`config.mk`:
```
export PLATFORM = sky130hd
export DESIGN_NAME = delay_sweep_ctrl
export DESIGN_NICKNAME = d
export VERILOG_FILES = /design/src/rtl/delay_sweep_ctrl.sv
export SDC_FILE = /design/constraint.sdc
export NUM_CORES = 1
export LEC_CHECK = 0
export ABC_AREA = 0
export BUFFER_PORTS_ARGS = -buffer_cell sky130_fd_sc_hd__clkbuf_2
export CAP_MARGIN = 20
export CORE_ASPECT_RATIO = 2
export CORE_MARGIN = 2
export CORE_UTILIZATION = 50
export DETAILED_ROUTE_END_ITERATION = 10
export PLACE_DENSITY = 0.81
export SYNTH_ARGS = -nofsm -noshare
export SYNTH_HDL_FRONTEND = slang
export SYNTH_SLANG_ARGS = --single-unit
```
`constraint.sdc`:
```
create_clock -name clk -period 8.3 [get_ports clk]
set_input_delay 0.83 -clock clk [delete_from_list [all_inputs] [get_ports clk]]
set_output_delay 0.83 -clock clk [all_outputs]
set_load 0.01 [all_outputs]
```
`src/rtl/delay_sweep_ctrl.sv`:
```
// Delay-line tap sweep sequencer: steps sel_data through [start, stop], dwelling on each value
// and flagging the first samples after each change. Define DELAY_SWEEP_PINGPONG_EN for up/down sweeps.
module delay_sweep_ctrl #(
    parameter int SIZE    = 5,
    parameter int DWELL_W = 16
) (
    input  logic               clk,
    input  logic               reset,
    input  logic               clear,
    input  logic [SIZE-1:0]    cfg_start,
    input  logic [SIZE-1:0]    cfg_stop,
    input  logic [SIZE-1:0]    cfg_step,
    input  logic [DWELL_W-1:0] cfg_dwell,
    input  logic [DWELL_W-1:0] cfg_blank,
    input  logic               cfg_repeat,
    input  logic               cmd_go,
    input  logic               cmd_abort,
    input  logic               sample_stb,
    output logic [SIZE-1:0]    sel_data,
    output logic               sel_valid,
    output logic               blank,
    output logic               busy,
    output logic               done
);

    typedef enum logic [1:0] {IDLE = 2'd0, DWELL = 2'd1, STEP = 2'd2, DONE = 2'd3} state_t;

    state_t             state_r, state_s;
    logic [SIZE-1:0]    start_r, stop_r, step_r;
    logic [DWELL_W-1:0] dwell_r, blank_cfg_r;
    logic               repeat_r;
    logic [DWELL_W-1:0] count_r, count_s;
    logic [SIZE-1:0]    sel_data_r, sel_data_s;
    logic               sel_valid_r, sel_valid_s;
    logic               blank_r, blank_s, busy_r, busy_s, done_r, done_s;
    logic               dir_r, dir_s;
    logic               load_s, stb_ok_s, dwell_end_s, pass_done_s, step_dir_s;
    logic [SIZE:0]      up_next_s;
    logic [SIZE-1:0]    step_val_s;
    logic [DWELL_W-1:0] dwell_last_s, blank_lim_s;

    // Strobes coinciding with a sel_valid pulse belong to the previous tap and are not counted.
    assign load_s       = (state_r == IDLE) && cmd_go && !cmd_abort;
    assign stb_ok_s     = sample_stb && !sel_valid_r;
    assign dwell_last_s = (dwell_r == {DWELL_W{1'b0}}) ? {DWELL_W{1'b0}} : (dwell_r - DWELL_W'(1));
    assign dwell_end_s  = (state_r == DWELL) && stb_ok_s && (count_r == dwell_last_s);
    assign up_next_s    = {1'b0, sel_data_r} + {1'b0, step_r};
    assign blank_lim_s  = load_s ? cfg_blank : blank_cfg_r;

    // Step decision: next tap value, direction, and whether the pass is complete.
    always_comb begin
        pass_done_s = 1'b0;
        step_val_s  = up_next_s[SIZE-1:0];
        step_dir_s  = dir_r;
        if ((step_r == {SIZE{1'b0}}) || (start_r > stop_r)) begin
            pass_done_s = 1'b1;
`ifdef DELAY_SWEEP_PINGPONG_EN
        end else if (dir_r || (up_next_s > {1'b0, stop_r})) begin
            step_dir_s = 1'b1;
            step_val_s = sel_data_r - step_r;
            if ({1'b0, sel_data_r} < ({1'b0, start_r} + {1'b0, step_r})) begin
                pass_done_s = 1'b1;
            end else begin
                pass_done_s = 1'b0;
            end
`else
        end else if (up_next_s > {1'b0, stop_r}) begin
            pass_done_s = 1'b1;
`endif
        end else begin
            pass_done_s = 1'b0;
        end
    end

    // Next-state logic; abort overrides everything.
    always_comb begin
        state_s = state_r;
        if (cmd_abort) begin
            state_s = IDLE;
        end else begin
            case (state_r)
                IDLE:    if (cmd_go) state_s = DWELL; else state_s = IDLE;
                DWELL:   if (dwell_end_s) state_s = STEP; else state_s = DWELL;
                STEP:    if (pass_done_s && !repeat_r) state_s = DONE; else state_s = DWELL;
                DONE:    state_s = IDLE;
                default: state_s = IDLE;
            endcase
        end
    end

    // Next values of the registered outputs and datapath.
    always_comb begin
        sel_data_s  = sel_data_r;
        sel_valid_s = 1'b0;
        count_s     = count_r;
        dir_s       = dir_r;
        if (cmd_abort) begin
            count_s = {DWELL_W{1'b0}};
        end else begin
            case (state_r)
                IDLE: begin
                    if (load_s) begin
                        sel_data_s  = cfg_start;
                        sel_valid_s = 1'b1;
                        count_s     = {DWELL_W{1'b0}};
                        dir_s       = 1'b0;
                    end else begin
                        count_s = {DWELL_W{1'b0}};
                    end
                end
                DWELL: begin
                    if (dwell_end_s) begin
                        count_s = {DWELL_W{1'b0}};
                    end else if (stb_ok_s) begin
                        count_s = count_r + DWELL_W'(1);
                    end else begin
                        count_s = count_r;
                    end
                end
                STEP: begin
                    if (pass_done_s && repeat_r) begin
                        sel_data_s  = start_r;
                        sel_valid_s = 1'b1;
                        dir_s       = 1'b0;
                    end else if (pass_done_s) begin
                        sel_data_s = sel_data_r;
                    end else begin
                        sel_data_s  = step_val_s;
                        sel_valid_s = 1'b1;
                        dir_s       = step_dir_s;
                    end
                end
                DONE:    count_s = {DWELL_W{1'b0}};
                default: count_s = {DWELL_W{1'b0}};
            endcase
        end
        busy_s  = (state_s == DWELL) || (state_s == STEP);
        done_s  = (state_s == DONE);
        blank_s = (state_s == DWELL) && (blank_lim_s != {DWELL_W{1'b0}}) && (count_s < blank_lim_s);
    end

    // State, shadow configuration and output registers.
    always_ff @(posedge clk) begin
        if (reset || clear) begin
            state_r     <= IDLE;
            start_r     <= {SIZE{1'b0}};
            stop_r      <= {SIZE{1'b0}};
            step_r      <= {SIZE{1'b0}};
            dwell_r     <= {DWELL_W{1'b0}};
            blank_cfg_r <= {DWELL_W{1'b0}};
            repeat_r    <= 1'b0;
            count_r     <= {DWELL_W{1'b0}};
            sel_data_r  <= {SIZE{1'b0}};
            sel_valid_r <= 1'b0;
            blank_r     <= 1'b0;
            busy_r      <= 1'b0;
            done_r      <= 1'b0;
            dir_r       <= 1'b0;
        end else begin
            state_r     <= state_s;
            count_r     <= count_s;
            sel_data_r  <= sel_data_s;
            sel_valid_r <= sel_valid_s;
            blank_r     <= blank_s;
            busy_r      <= busy_s;
            done_r      <= done_s;
            dir_r       <= dir_s;
            if (load_s) begin
                start_r     <= cfg_start;
                stop_r      <= cfg_stop;
                step_r      <= cfg_step;
                dwell_r     <= cfg_dwell;
                blank_cfg_r <= cfg_blank;
                repeat_r    <= cfg_repeat;
            end
        end
    end

    assign sel_data  = sel_data_r;
    assign sel_valid = sel_valid_r;
    assign blank     = blank_r;
    assign busy      = busy_r;
    assign done      = done_r;

endmodule

```
---- Word-level counts from Yosys, hierarchy flattened ----
Cells that the tools add are included.
storage, ports and cells
  bits in registers ....................... 75
  input port bits ......................... 54
  output and inout bits ................... 9
  logic and storage cells ................. 73
cells by class
  add/sub/neg operators ................... 3
  order comparisons ....................... 3
  equal/unequal tests ..................... 9
  muxes and demuxes ....................... 21
  bitwise gates (word level) .............. 1
  reduce and logical (&&, ||, !) cells .... 23
operators by type and width
  kind                                                count
  two-way mux 16 bit                                  5
  case mux 16 bit (2 select lines)                    1
  adder 16 x 1 -> 16 bit, second input constant       1
  == test 16 bit                                      1
  logical NOT 16 bit                                  1
  less-than comparator 16 bit                         1
  nonzero test 16 bit                                 1
  subtractor 16 x 1 -> 16 bit, second input constant  1
  two-way mux 5 bit                                   3
  case mux 5 bit (2 select lines)                     1
  logical AND 1 bit                                   9
  == test 2 bit, second input constant                4
  case mux 2 bit (4 select lines)                     1
  adder 5 x 5 -> 6 bit                                1
  > comparator 6 x 5 -> 1 bit                         1
  two-way mux 1 bit                                   6
  two-way mux 2 bit                                   3
  > comparator 5 bit                                  1
  logical NOT 5 bit                                   1
  == test 2 x 1 -> 1 bit, second input constant       2
  AND reduction 4 bit                                 1
  OR reduction 2 bit                                  2
  logical NOT 1 bit                                   3
  logical OR 1 bit                                    3
  other kinds (6)                                     6

---- Depth between registers and ports, before layout ----
  depth after elaboration ................. 11
  gate-level depth with buffers ........... 19
  mapped depth without buffers ............ 18

---- Worst setup path before layout ----
OpenSTA, ideal clock, no wires.
  path kind ............................... reg2reg
  start ................................... register dwell_r[2]
  end ..................................... register blank_r, in the netlist blank
  setup time .............................. 87 ps
  arrival ................................. 4173 ps
  data required time ...................... 8213 ps
  setup slack ............................. 4040 ps
  cell stages (with the launch flop) ...... 19
  buffers on the path ..................... 2
  clock period less this slack ............ 4260 ps
  cells stage by stage .................... dfxtp_1 -> buf_6 -> or4_4 -> nor4b_2 -> mux2_2 -> or3_4 -> o31ai_4 -> o2111ai_2 -> o221ai_2 -> buf_6 -> nor2_1 -> ha_1 -> a21o_1 -> a21o_1 -> a21oi_1 -> nor2_1 -> nor3_1 -> o2111ai_1 -> o31ai_1
on the way
  elaborated cells between the ends (all ways) .. 15
  those cells by class .................... add/sub (1); order compare (1); eq/ne (2); mux (7); reduce/logical (4)
RTL lines
  what                                                                      RTL line  source
  start, declared                                                           30        logic [DWELL_W-1:0] dwell_r, blank_cfg_r;
  start signal, assigned                                                    149       dwell_r <= {DWELL_W{1'b0}};
  start signal, assigned                                                    172       dwell_r <= cfg_dwell;
  subtractor 16 x 1 -> 16 bit / logical NOT 16 bit (equally long branches)  45        assign dwell_last_s = (dwell_r == {DWELL_W{1'b0}}) ? {DWELL_W{1'b0}} : (dwell_r - DWELL_W'(1));
  two-way mux 16 bit (*)                                                    45
  == test 16 bit (*)                                                        46        assign dwell_end_s = (state_r == DWELL) && stb_ok_s && (count_r == dwell_last_s);
  logical AND 1 bit (*)                                                     46
  two-way mux 16 bit (*)                                                    112       if (dwell_end_s) begin
  case mux 16 bit (2 select lines) (*)                                      100       case (state_r)
  two-way mux 16 bit (*)                                                    97        if (cmd_abort) begin
  via count_s[9]                                                            32        logic [DWELL_W-1:0] count_r, count_s;
  less-than comparator 16 bit (*)                                           139       blank_s = (state_s == DWELL) && (blank_lim_s != {DWELL_W{1'b0}}) && (count_s < blank_lim_s);
  logical AND 1 bit (*)                                                     139
  end signal, assigned                                                      164       blank_r <= blank_s;
  end, declared                                                             35        logic blank_r, blank_s, busy_r, busy_s, done_r, done_s;
Mark *: on every way through the listed nets, which the timed path passes. The rest lies on a longest branch.
A chain may end at the register's enable or synchronous reset.

---- Final worst setup path ----
  start ................................... register dwell_r[0]
  end ..................................... register blank_r, in the netlist blank
Same word-level chain as after synthesis.

==> key figures <==
Finish
  • Area grow syn2layout: 14.0%
  • N_diodes: 0
  • Layout Cells excl Fill: between 700 and 800
  • Nets: 706
  • Share of layout cells above drive strength 1: ~17%
  • Final-layout fill cell count: ~860

Clock tree
  • Clk buf depth: 2
  • TritonCTS clock tree: built
  • Clk slew on worst S/H paths: roughly 0.060 ns
  • Root buf cell: clkbuf_16
  • # Post-CTS Setup Buffers: 0
  • Hold_buf cts: 0
  • H-tree lvl count: 3
  • Post_cts resized: 0
  • Worst-Skew Late Latency: around 0.34 ns
  • CTS Buf Count: 9
  • Clock tree sinks: 75

Drt
  • WL/cell: around 17 microns
  • DRC: 0
  • Remaining antenna violation count: 0
  • Vias per cell: between 6 and 7
  • 1st-iter DRT viols: approximately 230
  • Drt total wl: around 13000 microns
  • DR pass1 iterations: 4
  • Routed vias: 4378

Synth
  • Syn_nets: 653
  • YS warnings: 0
  • Yosys cell types: between 60 and 70
  • Post-synth EDFFs: 0
  • Area share of the largest cell type after synthesis: 32.1%
  • Main flop type after synthesis: dfxtp_1
  • Register area share after synthesis: roughly a third
  • Largest area contributor in the netlist: dfxtp_1
  • Asr flop ratio synth: 0%
  • Post-Syn Instances: between 500 and 600
  • Mean Syn Cell Area: approximately 8.3 sq um
  • Synth top area cells: dfxtp_1 32%, ha_1 9.1%, nand2_1 6.4%
  • Post-Syn Area: ~4700 sq um
  • #FFs+latches synth: 75

Power and ir drop
  • Power Dens Cells: 168 nW/um^2
  • Lkg Pwr: about 0.0022 uW
  • Maximum VDD drop: around 0.00014 V
  • Power Total: about 900 uW

Place
  • Gp weighted congestion: ~0.98
  • Place WS: between 3 and 4 ns
  • HPWL Detailed: between 9000 and 10000 microns
  • Dpl cells: a little over 700
  • Port bufs: 62

Worst hold path
  • Type of the worst min-delay path: reg2reg

Setup path
  • Buf/Inv on CP: 2
  • CP top delay family: simple AND/OR/NAND/NOR gates
  • Worst Path Arrival: approximately 5 ns
  • Top cell by count, worst path: ha_1
  • Worst Path Required: roughly 8.6 ns
  • Largest stage delay, worst path: 0.46 ns
  • Crit path capture type: register
  • Kind of critical path: reg2reg
  • Crit path cell chain: inv_1 -> ha_1 -> nor3b_2 -> nand4_4 -> or3_1 -> a221oi_1 -> and4_1 -> o2111ai_2 -> o221ai_2 -> buf_4 -> nor2_1 -> ha_1 -> a21oi_1 -> nor2b_1 -> o21ai_0 -> nand4b_1 -> nor3_1 -> o2111ai_1 -> o31ai_1
  • Worst Path Max Fanout: 32
  • Startpoint types: register
  • Slowest cell on the critical path: nor3b_2

Die
  • Die H: 141 microns
  • DIE AREA: between 10000 and 15000 sq um
  • Initial core utilization: around 51%
  • Placement Rows: 50
  • I/O pin cnt: 63
  • Die X: 72.4 microns
  • Core Area: between 9000 and 10000 sq um

STA
  • Setup violations, final: 0
  • FMAX: 0.210 GHz
  • Final worst slack: roughly 3.5 ns
  • Worst hold slack: around 0.46 ns
  • Fin crit period: about 4.8 ns
  • Slew Limit Headroom: between 40% and 50%
  • Fin. Hold Viols: 0
  • Worst Tran Pin Value: approximately 0.8 ns
  • Final Cycle Share: between 50 and 60%
  • RSZ-0062 raised after global routing: false
  • Final sum of negative setup slack: 0 ns
  • Worst Skew: about 0.0056 ns
  • Final max-slew violation count: 0

Global routing
  • Initial antenna violation count: 0
  • Gr usage total: 25.6%
  • Wire length of the first global-routing pass: just over 20000 microns
  • Grt total ovfl: 0
  • Largest net degree at the start of global routing: 37
  • Vias in the first global route: 4377

Job
  • Max-Cap Viols: 0

Outcome
  • Status: complete, no violations
synth_stat cells, types with 2 or more instances:
library cell,number
o21a_1,5
a221oi_1,2
clkbuf_1,16
mux2_2,2
nor4b_1,2
buf_6,4
xor2_1,19
nand4b_1,4
nand2b_1,4
nor2_1,54
buf_1,3
or2_2,5
and3_1,4
inv_1,17
nand4_1,16
o31ai_1,2
buf_2,2
xnor2_1,13
mux2i_1,22
or3_1,5
nand2_1,80
a21boi_0,2
nor2b_1,8
nand3_1,13
a211oi_1,4
nor4_1,6
o21ai_0,10
ha_1,34
a31oi_1,2
nor3_1,25
a211o_1,2
o41ai_1,2
a41oi_1,2
dfxtp_1,75
o211ai_1,10
a21o_1,5
a21oi_1,48
and2_1,3
o22ai_1,2
and4_1,2
area by class of cell:
| cell class | count | area, sq um | area share, % |
|---|---|---|---|
| timing repair buffer | 67 | 348 | 6.53 |
| sequential | 75 | 1500 | 28.2 |
| clock inverter | 6 | 66.3 | 1.24 |
| inverter | 17 | 63.8 | 1.20 |
| multi-input combinational | 447 | 2990 | 56.1 |
| clock buffer | 10 | 229 | 4.30 |
| tap | 104 | 130 | 2.44 |
power breakdown:
| group | switching, uW | internal (uW) | leakage [uW] |
|---|---|---|---|
| sequential | 7.22 | 367 | 0.000607 |
| combinational | 82.0 | 55.7 | 0.00144 |
| clock | 154 | 233 | 0.000135 |
worst register-to-register path: cells and delay by family (launching register included):
kind                     cells  cell delay [ns]
AO/OA/AOI/OAI                7             1.46
adder cells (fa/ha/maj)      2             0.53
buffers and inverters        2             0.41
flip-flops                   1             0.35
AND/OR/NAND/NOR              8             1.91
sequential cells by signal (all words and copies together) (netlist names):
signal / count
blank: 1
step_r: 5
sel_data: 5
start_r: 5
state_r: 2
count_r: 16
blank_cfg_r: 16
done: 1
sel_valid: 1
dwell_r: 16
repeat_r: 1
stop_r: 5
busy: 1
logic make-up after synthesis:
group,share of synthesized area (%)
adder cells (fa/ha/maj),9.52
AND/OR/NAND/NOR,25.9
buffers and inverters,4.07
multiplexers,5.19
flip-flops,32.1
AO/OA/AOI/OAI,17.3
XOR/XNOR,5.99
per-layer routing:
layer  wire (microns)  track usage (%)
met2             6900             47.3
met4              650             15.6
met1             4570             26.3
met3              450             3.43
met5                0                0
placed cells by master, fill, tap and decap left out, types with 5 or more instances in the layout:
master and n:
nand2_1 80, dfxtp_1 75, clkbuf_2 62, nor2_1 54, a21oi_1 48, ha_1 34, nor3_1 25, mux2i_1 22
xor2_1 19, inv_1 17, nand4_1 16, xnor2_1 13, nand3_1 13, o21ai_0 10, o211ai_1 10, clkbuf_16 9
nor2b_1 8, nor4_1 6, or3_1 5, or2_2 5, o21a_1 5, a21o_1 5, buf_4 5
path summary, 6_finish.rpt:
| check | start | end | slack, ns | depth (start not counted) |
|---|---|---|---|---|
| hold / removal | stop_r[1]$_SDFFE_PP0P_ | stop_r[1]$_SDFFE_PP0P_ | 0.46 | 2 |
| hold reg to reg | stop_r[1]$_SDFFE_PP0P_ | stop_r[1]$_SDFFE_PP0P_ | 0.46 | 2 |
| setup reg to reg | dwell_r[0]$_SDFFE_PP0P_ | blank$_SDFF_PP0_ | 3.54 | 19 |
| setup / recovery | dwell_r[0]$_SDFFE_PP0P_ | blank$_SDFF_PP0_ | 3.54 | 19 |
stage by stage:
stage	utilization [%]	instance area (sq um)
after global placement	54.4	5030
after detailed placement	54.4	5030
after global routing	57.6	5330
final	57.6	5330
after floorplan	-	4680
after CTS	57.6	5330
Power figures use the tool's default switching activity.
